==> src/rtl/motor_pkg.sv <==
// rtl/motor_pkg.sv - shared motor mode and ramp state encodings
//
// Purpose: mode codes seen by the motor driver, ramp controller state codes,
//          and the helper that folds a zero-speed target into STOP.
// Ports:   none (package).
package motor_pkg;

  localparam int SPEED_W = 10;

  typedef enum logic [1:0] {
    MODE_STOP = 2'b00,
    MODE_FWD  = 2'b01,
    MODE_BWD  = 2'b10,
    MODE_SPIN = 2'b11
  } motor_mode_e;

  typedef enum logic [2:0] {
    ST_IDLE      = 3'd0,
    ST_TRACK     = 3'd1,
    ST_RAMP_DOWN = 3'd2,
    ST_DEAD      = 3'd3,
    ST_ESTOP     = 3'd4
  } ramp_state_e;

  // A target asking for zero duty is the same as asking the motor to stop.
  function automatic motor_mode_e effective_mode(input motor_mode_e m,
                                                 input logic [SPEED_W-1:0] s);
    return (s == '0) ? MODE_STOP : m;
  endfunction

endpackage

==> src/rtl/tick_gen.sv <==
// rtl/tick_gen.sv - free-running prescaler producing a one-cycle tick
//
// Purpose: counts 0..DIV-1 and pulses tick while the count sits at DIV-1.
// Ports:   clk  - system clock
//          rst  - asynchronous active-low reset
//          tick - one-cycle pulse every DIV clocks
module tick_gen #(
  parameter int DIV = 100000
) (
  input  logic clk,
  input  logic rst,
  output logic tick
);

  localparam int CW = (DIV > 1) ? $clog2(DIV) : 1;
  localparam logic [CW-1:0] LAST = CW'(DIV - 1);

  logic [CW-1:0] cnt;

  always_ff @(posedge clk or negedge rst) begin
    if (!rst) begin
      cnt <= '0;
    end else if (cnt == LAST) begin
      cnt <= '0;
    end else begin
      cnt <= cnt + CW'(1);
    end
  end

  assign tick = (cnt == LAST);

endmodule

==> src/rtl/motor_ramp_ctrl.sv <==
// rtl/motor_ramp_ctrl.sv - motor mode/speed ramp controller with dead time and e-stop
//
// Purpose: accepts mode/speed targets and drives the motor driver so that speed
//          ramps by RAMP_STEP per tick, direction changes pass through zero
//          speed and a DEAD_TICKS dead time, and estop drops the drive at once.
// Ports:   clk, rst (async active-low)
//          estop                       - level-sensitive emergency stop
//          cmd_valid/cmd_ready         - command handshake
//          cmd_mode[1:0], cmd_speed[9:0] - target mode and duty
//          mode[1:0], speed[9:0]       - registered drive to the motor driver
//          at_speed                    - drive matches the accepted target
//          state[2:0]                  - current FSM state code
module motor_ramp_ctrl
  import motor_pkg::*;
#(
  parameter int         RAMP_DIV   = 100000,
  parameter logic [9:0] RAMP_STEP  = 10'd8,
  parameter int         DEAD_TICKS = 50
) (
  input  logic       clk,
  input  logic       rst,
  input  logic       estop,
  input  logic       cmd_valid,
  output logic       cmd_ready,
  input  logic [1:0] cmd_mode,
  input  logic [9:0] cmd_speed,
  output logic [1:0] mode,
  output logic [9:0] speed,
  output logic       at_speed,
  output logic [2:0] state
);

  localparam int DCW = $clog2(DEAD_TICKS + 1);
  localparam logic [DCW-1:0] DEAD_LOAD = DCW'(DEAD_TICKS);

  logic tick;

  tick_gen #(.DIV(RAMP_DIV)) u_tick_gen (
    .clk  (clk),
    .rst  (rst),
    .tick (tick)
  );

  ramp_state_e   state_q, state_n;
  motor_mode_e   mode_q, mode_n;
  logic [9:0]    speed_q, speed_n;
  motor_mode_e   tgt_mode_q, tgt_mode_n;
  logic [9:0]    tgt_speed_q, tgt_speed_n;
  logic [DCW-1:0] dead_q, dead_n;

  motor_mode_e eff_mode;
  logic [10:0] spd_x, tgt_x, step_x, track_spd, down_spd;

  assign eff_mode = effective_mode(tgt_mode_q, tgt_speed_q);
  assign spd_x    = {1'b0, speed_q};
  assign tgt_x    = {1'b0, tgt_speed_q};
  assign step_x   = {1'b0, RAMP_STEP};

  // One ramp step toward the target, landing exactly on it when the
  // remaining distance is no more than a step; one step toward zero.
  always_comb begin
    track_spd = spd_x;
    if (spd_x < tgt_x) begin
      track_spd = ((tgt_x - spd_x) <= step_x) ? tgt_x : (spd_x + step_x);
    end else if (spd_x > tgt_x) begin
      track_spd = ((spd_x - tgt_x) <= step_x) ? tgt_x : (spd_x - step_x);
    end
    down_spd = (spd_x > step_x) ? (spd_x - step_x) : 11'd0;
  end

  always_ff @(posedge clk or negedge rst) begin
    if (!rst) begin
      state_q     <= ST_IDLE;
      mode_q      <= MODE_STOP;
      speed_q     <= '0;
      tgt_mode_q  <= MODE_STOP;
      tgt_speed_q <= '0;
      dead_q      <= '0;
    end else begin
      state_q     <= state_n;
      mode_q      <= mode_n;
      speed_q     <= speed_n;
      tgt_mode_q  <= tgt_mode_n;
      tgt_speed_q <= tgt_speed_n;
      dead_q      <= dead_n;
    end
  end

  always_comb begin
    state_n     = state_q;
    mode_n      = mode_q;
    speed_n     = speed_q;
    tgt_mode_n  = tgt_mode_q;
    tgt_speed_n = tgt_speed_q;
    dead_n      = dead_q;

    if (cmd_valid && cmd_ready) begin
      tgt_mode_n  = motor_mode_e'(cmd_mode);
      tgt_speed_n = cmd_speed;
    end

    if (estop) begin
      // Drive is cut in the same update; a command landing on this edge is lost.
      state_n     = ST_ESTOP;
      mode_n      = MODE_STOP;
      speed_n     = '0;
      tgt_mode_n  = MODE_STOP;
      tgt_speed_n = '0;
    end else begin
      unique case (state_q)
        ST_IDLE: begin
          if (eff_mode != MODE_STOP) begin
            mode_n  = tgt_mode_q;
            state_n = ST_TRACK;
          end
        end
        ST_TRACK: begin
          if (eff_mode != mode_q) begin
            state_n = ST_RAMP_DOWN;
          end else if (tick) begin
            speed_n = track_spd[9:0];
          end
        end
        ST_RAMP_DOWN: begin
          if (eff_mode == mode_q) begin
            state_n = ST_TRACK;
          end else if (speed_q == '0) begin
            mode_n  = MODE_STOP;
            dead_n  = DEAD_LOAD;
            state_n = ST_DEAD;
          end else if (tick) begin
            speed_n = down_spd[9:0];
          end
        end
        ST_DEAD: begin
          if (tick) begin
            if (dead_q <= DCW'(1)) begin
              dead_n  = '0;
              state_n = ST_IDLE;
            end else begin
              dead_n = dead_q - DCW'(1);
            end
          end
        end
        ST_ESTOP: begin
          dead_n  = DEAD_LOAD;
          state_n = ST_DEAD;
        end
        default: begin
          mode_n  = MODE_STOP;
          speed_n = '0;
          state_n = ST_IDLE;
        end
      endcase
    end
  end

  assign cmd_ready = (state_q == ST_IDLE) || (state_q == ST_TRACK) ||
                     (state_q == ST_RAMP_DOWN);
  assign at_speed  = ((state_q == ST_TRACK) && (mode_q == eff_mode) &&
                      (speed_q == tgt_speed_q)) ||
                     ((state_q == ST_IDLE) && (eff_mode == MODE_STOP));
  assign mode      = mode_q;
  assign speed     = speed_q;
  assign state     = state_q;

endmodule

==> config.mk <==
export PLATFORM = sky130hd
export DESIGN_NAME = motor_ramp_ctrl
export DESIGN_NICKNAME = d
export VERILOG_FILES = /design/src/rtl/motor_pkg.sv /design/src/rtl/tick_gen.sv /design/src/rtl/motor_ramp_ctrl.sv
export SDC_FILE = /design/constraint.sdc
export NUM_CORES = 1
export LEC_CHECK = 0
export CAP_MARGIN = 20
export CORE_MARGIN = 2
export CORE_UTILIZATION = 50
export CTS_CLUSTER_DIAMETER = 200
export DETAILED_ROUTE_END_ITERATION = 7
export GPL_TIMING_DRIVEN = 0
export PLACE_DENSITY = 0.76
export SETUP_SLACK_MARGIN = 0.1
export SLEW_MARGIN = 20
export SYNTH_ARGS = -nofsm -noshare
export SYNTH_HDL_FRONTEND = slang
export SYNTH_SLANG_ARGS = --single-unit
==> constraint.sdc <==
create_clock -name clk -period 2.97 [get_ports clk]
set_clock_uncertainty 0.2 [all_clocks]
set_input_delay 0.594 -clock clk [delete_from_list [all_inputs] [get_ports clk]]
set_output_delay 0.594 -clock clk [all_outputs]
set_load 0.02 [all_outputs]
== Yosys cells after proc, flatten, opt, wreduce, memory -nomap -nowiden ==
Index checks and enable logic that the tools add are counted.

* Reduce and logical (&&, ||, !) cells: 20
* Muxes and demuxes: 36
* $lt $le $gt $ge: 6
* Bitwise gates (word level): 1
* Equality and inequality tests: 26
* Add/sub/neg operators: 6

{| class="wikitable"
|+ Operators by type and width
! operator !! number
|-
| two-way mux 10 bit || 13
|-
| != test 3 bit, second input constant || 10
|-
| case mux 10 bit (3 select lines) || 1
|-
| two-way mux 6 bit || 4
|-
| <= comparator 11 x 4 -> 1 bit, second input constant || 2
|-
| subtractor 10 x 10 -> 11 bit || 2
|-
| two-way mux 3 bit || 7
|-
| logical NOT 10 bit || 2
|-
| case mux 6 bit (3 select lines) || 1
|-
| adder 17 x 1 -> 17 bit, second input constant || 1
|-
| equality test 17 bit, second input constant || 1
|-
| two-way mux 17 bit || 1
|-
| case mux 3 bit (5 select lines) || 1
|-
| two-way mux 2 bit || 7
|-
| adder 10 x 4 -> 10 bit, second input constant || 1
|-
| equality test 10 bit || 1
|-
| greater-than comparator 10 bit || 1
|-
| greater-than comparator 10 x 4 -> 1 bit, second input constant || 1
|-
| less-than comparator 10 bit || 1
|-
| AND reduction 5 bit || 2
|-
| subtractor 10 x 4 -> 10 bit, second input constant || 1
|-
| != test 4 bit, second input constant || 2
|-
| AND reduction 7 bit || 1
|-
| equality test 3 x 2 -> 1 bit, second input constant || 2
|-
| 18 further kinds || 29
|}

* Register bits after elaboration: 50
* Output and inout bits: 17

== Longest topological paths before layout ==
* Depth after elaboration: 9
* Mapped depth: 14

== Hierarchy ==
Synthesis repeated with hierarchy kept, for this count alone.

* Cell total of the unflattened synthesis: 494
* Area total of the unflattened synthesis: 3995.1 µm²

{| class="wikitable"
|+ Modules (own cells, without submodules)
! module !! seq. area each (µm²) !! area each (µm²) !! cells each !! instances
|-
| motor_ramp_ctrl || 825.8 || 3201.8 || 420 || 1
|-
| tick_gen || 425.4 || 793.3 || 74 || 1
|}

== Worst setup path before layout ==
Ideal clock, no wire load.

* Path kind: register to register
* From: register speed_q[3] (netlist: speed[3])
* To: register speed_q[0] (netlist: speed[0])
* Cell stages (with the launch flop): 13
* Setup time: 121 ps
* Arrival time: 2936 ps
* Required time: 2649 ps
* Slack: -287 ps
* Clock period less this slack: 3257 ps
* Cells stage by stage: dfrtp_1 -> inv_1 -> ha_1 -> buf_2 -> a21o_1 -> o41a_1 -> xnor2_1 -> a221oi_1 -> nand4b_4 -> buf_6 -> o21ai_0 -> and3_1 -> a22o_1

* Longest elaborated chain between the ends: 9
* Elaborated cells on any way between the ends: 23
* Those cells by class: add/sub (2); order compare (5); eq/ne (2); mux (12); reduce/logical (2)

{| class="wikitable"
|+ Ends and longest elaborated chain
! item !! line !! RTL
|-
| start, declared || motor_ramp_ctrl.sv:46 || <nowiki>logic [9:0] speed_q, speed_n;</nowiki>
|-
| start signal, assigned || motor_ramp_ctrl.sv:82 || <nowiki>speed_q <= speed_n;</nowiki>
|-
| subtractor 10 x 10 -> 11 bit || motor_ramp_ctrl.sv:66 || <nowiki>track_spd = ((spd_x - tgt_x) <= step_x) ? tgt_x : (spd_x - step_x);</nowiki>
|-
| <= comparator 11 x 4 -> 1 bit || motor_ramp_ctrl.sv:66 ||
|-
| two-way mux 10 bit || motor_ramp_ctrl.sv:66 ||
|-
| two-way mux 10 bit || motor_ramp_ctrl.sv:65 || <nowiki>end else if (spd_x > tgt_x) begin</nowiki>
|-
| two-way mux 10 bit || motor_ramp_ctrl.sv:63 || <nowiki>if (spd_x < tgt_x) begin</nowiki>
|-
| two-way mux 10 bit || motor_ramp_ctrl.sv:120 || <nowiki>end else if (tick) begin</nowiki>
|-
| two-way mux 10 bit || motor_ramp_ctrl.sv:118 || <nowiki>if (eff_mode != mode_q) begin</nowiki>
|-
| case mux 10 bit (3 select lines) || motor_ramp_ctrl.sv:110 || <nowiki>unique case (state_q)</nowiki>
|-
| two-way mux 10 bit || motor_ramp_ctrl.sv:102 || <nowiki>if (estop) begin</nowiki>
|}

Parallel ways exist; a longest one is shown, timed or not. The select of a mux whose other input is x is not followed.
A chain may end at the register's enable or synchronous reset.

== Worst setup path after layout ==
* From: register tgt_speed_q[3]
* To: register speed_q[5] (netlist: speed[5])

* Longest elaborated chain between the ends: 9
* Elaborated cells on any way between the ends: 22
* Those cells by class: add/sub (2); order compare (4); eq/ne (5); mux (9); reduce/logical (2)

{| class="wikitable"
|+ Ends and longest elaborated chain
! item !! line !! RTL
|-
| start, declared || motor_ramp_ctrl.sv:48 || <nowiki>logic [9:0] tgt_speed_q, tgt_speed_n;</nowiki>
|-
| start signal, assigned || motor_ramp_ctrl.sv:84 || <nowiki>tgt_speed_q <= tgt_speed_n;</nowiki>
|-
| subtractor 10 x 10 -> 11 bit || motor_ramp_ctrl.sv:66 ||
|-
| <= comparator 11 x 4 -> 1 bit || motor_ramp_ctrl.sv:66 ||
|-
| two-way mux 10 bit || motor_ramp_ctrl.sv:66 ||
|-
| two-way mux 10 bit || motor_ramp_ctrl.sv:65 ||
|-
| two-way mux 10 bit || motor_ramp_ctrl.sv:63 ||
|-
| two-way mux 10 bit || motor_ramp_ctrl.sv:120 ||
|-
| two-way mux 10 bit || motor_ramp_ctrl.sv:118 ||
|-
| case mux 10 bit (3 select lines) || motor_ramp_ctrl.sv:110 ||
|-
| two-way mux 10 bit || motor_ramp_ctrl.sv:102 ||
|}

Parallel ways exist; a longest one is shown, timed or not. The select of a mux whose other input is x is not followed.

==> flow_metrics.py <==
metrics = {
    "cells_and_area": {
        "stdcell_area_mm2": 0.00541,
        "drive_above_1_share_pct": 27.4,
        "layout_commonest_cell": "buf_4",
        "area_growth_pct": 35.1,
        "final_cell_mix": "buf_4, nor2_1, nand2_1, dfrtp_1, a21oi_1",
        "fin_nets": 620,
        "antenna-diode-count": 0,
    },
    "job": {
        "cap_violations": 0,
    },
    "floorplanning": {
        "die-area_mm2": 0.00873,
        "core_area_mm2": 0.00773,
        "die_w_um": 93.4,
        "die_height_um": 93.4,
        "ioPinCount": 33,
        "rows": 32,
        "initial_core_util_pct": 51.8,
    },
    "global_routing": {
        "grt_pass1_vias": 3992,
        "grt.overflow.total": 0,
        "grtUsageTotal_pct": 26.4,
        "grt_pass1_wl_um": 18500,
        "antenna_found_initial": 0,
        "grt_max_degree": 29,
    },
    "placement": {
        "place_area_mm2": 0.00457,
        "dp_slack_ns": -0.737,
        "place_hpwl_um": 7780,
        "place.gp.congestion": 0.902,
        "portBuffers": 31,
    },
    "hold_path": {
        "hold_class": "primary input to async pin",
    },
    "yosys": {
        "syn_area_per_cell_um2": 8.23,
        "synth_top_area_cell": "dfrtp_1",
        "seq_area_frac_synth_pct": 31.3,
        "yosysWarningCount": 0,
        "yosys-top-cells-area": "dfrtp_1, ha_1, xnor2_1, nor2_1, a21oi_1",
        "async_flop_share_pct": 100,
        "synthAdderAreaFrac_pct": 7.82,
        "synth_cell_types": 60,
        "synth_top_area_share_pct": 31.3,
        "ys_ff_latch": 50,
        "synth_top_family_by_area": "simple AND/OR/NAND/NOR gates",
        "synth_edf_count": 0,
        "syn_nets": 527,
        "synth-xor-area-share_pct": 7.01,
        "synth.cell_area_mm2": 0.00400,
        "muxShareOfSynthArea_pct": 2.28,
        "synthSimpleGateAreaFrac_pct": 23.6,
        "synth_compound_area_share_pct": 21.7,
        "synth-main-ff-cell": "dfrtp_1",
        "synth_cells": 486,
    },
    "route": {
        "vias": 4094,
        "dr.pass1.iters": 5,
        "post_drt_wl_per_cell_um": 17.1,
        "viasPerCell": 6.00,
        "route.detailed.drc": 0,
        "drtAntennaViolNets": 0,
        "drt_iter0_markers": 318,
        "wl_um": 11700,
    },
    "sta": {
        "rsz0062_at_grt": "true",
        "timing.fmax_mhz": 317,
        "layout_min_cycle_time_ns": 3.16,
        "relSlewSlack_pct": 51.5,
        "hold_viol": 0,
        "tightest_slew_ns": 0.721,
        "finalSetupViolCount": 10,
        "period_share_pct": 106,
        "drv_slew": 0,
        "worst_slack_ns": -0.186,
    },
    "clock_tree": {
        "clkLatencyLatePin_ns": 0.30,
        "cts_root_buf": "clkbuf_8",
        "numClockSinks": 50,
        "clk_pin_slew_worst_paths_ns": 0.09,
        "clockBufferDepth": 2,
        "cts_tree": "built",
        "ctsHoldBuffers": 0,
        "cts_buffers": 5,
        "h-tree-depth": 2,
    },
    "setup_path": {
        "worstPathMaxFanout": 6,
        "r2r_end": "speed[5]",
        "rr_worst_depth": 13,
        "rrSetupSlack_ns": -0.19,
        "arrival_ns": 3.18,
        "critPathLaunchType": "register",
        "r2r-start": "tgt_speed_q[3]",
        "cp-end-kind": "register",
        "required_ns": 2.99,
        "crit_type": "register to register",
    },
    "status": {
        "violations": "negative setup slack",
        "outcome": "finished, violations left",
    },
    "power_and_ir_drop": {
        "powerDensity_mw_per_mm2": 720,
        "p_leak_nw": 2.28,
        "max-vdd-ir-drop_v": 0.000445,
    },
}
[critical path: stages (launching register included)]
cell      delay [ns]
dfrtp_2         0.44
ha_4            0.24
buf_6           0.12
a21o_1          0.16
o41a_1          0.44
and4bb_1        0.32
a221oi_2        0.04
nand4b_4        0.22
buf_8           0.17
buf_6           0.13
o22ai_4         0.19
buf_4           0.16
nand2_1         0.05
a31oi_1         0.18
[through the flow]
step                      power [mW]  util [%]  TNS, ns  instances  hold WS, ns
final                           3.89      69.9    -1.54        682       0.0659
after global routing            4.10      69.9    -2.61        682       0.0981
after CTS                       3.55      65.7    -1.36        659       0.0780
after detailed placement        2.82      59.1    -3.89        620        0.257
after global placement          2.75      58.9   -21.06        619        0.259
after floorplan                 2.34         -        0        486       0.0984
[where the power goes]
| group | leakage [nW] | switching (mW) | internal [mW] |
|---|---|---|---|
| Combinational | 1.61 | 1.49 | 1.19 |
| Sequential | 0.632 | 0.0672 | 0.744 |
| Clock | 0.0452 | 0.232 | 0.167 |
| Total | 2.28 | 1.79 | 2.10 |
[sequential cells by signal (all words and copies together), names as in the netlist]
signal	count
u_tick_gen.cnt	17
tgt_speed_q	10
state	3
dead_q	6
tgt_mode_q	2
mode	2
speed	10
[area by class of cell]
class / count / area, um^2
tap: 102 / 128
inverter: 32 / 123
clock buffer: 6 / 72.6
timing repair buffer: 86 / 742
clock inverter: 2 / 13.8
buffer: 26 / 204
fill: 576 / 2320
multi-input combinational: 378 / 2850
sequential: 50 / 1270
[layer usage]
| layer | global-route usage, % | wire (um) |
|---|---|---|
| met1 | 32.4 | 4960 |
| met2 | 46.3 | 5840 |
| met3 | 2.74 | 486 |
| met4 | 12.0 | 410 |
| met5 | 0 | 0 |
[worst max path at each step]
stage                     endpoint  cells past startpoint      startpoint
after detailed placement  at_speed                      8        speed[8]
after global placement    at_speed                      8        speed[8]
after global routing      speed[4]                     14        speed[5]
after CTS                 speed[9]                     13        speed[3]
after floorplan           speed[1]                     12        speed[3]
final                     speed[5]                     13  tgt_speed_q[3]
[cell families after synthesis]
kind of cell	count (synthesis)
xor+xnor	32
simple gates	185
mux	9
fa+ha+maj	25
compound gates	127
buf+inv	58
flops	50
[what timing repair did]
action,CTS,global route
setup buffers,30,23
pin swaps,16,15
setup endpoints to repair,15,18
gates cloned,1,0
resized for setup,49,45
[synth_stat cells (4+ instances only)]
| cell | number |
|---|---|
| dfrtp_1 | 50 |
| nor2_1 | 47 |
| nand2_1 | 42 |
| a21oi_1 | 33 |
| inv_1 | 32 |
| nand3_1 | 27 |
| ha_1 | 25 |
| xnor2_1 | 25 |
| o21ai_0 | 23 |
| clkbuf_1 | 19 |
| nor3_1 | 14 |
| a31oi_1 | 10 |
| and3_1 | 10 |
| nand4_1 | 9 |
| a21o_1 | 8 |
| mux2i_1 | 8 |
| a211o_1 | 7 |
| nor2b_1 | 7 |
| nor4_1 | 7 |
| xor2_1 | 7 |
| nand2b_1 | 5 |
| a211oi_1 | 4 |
| buf_6 | 4 |
| o211a_1 | 4 |
| o21ai_1 | 4 |
No activity file was read; power rests on OpenSTA's default activity.
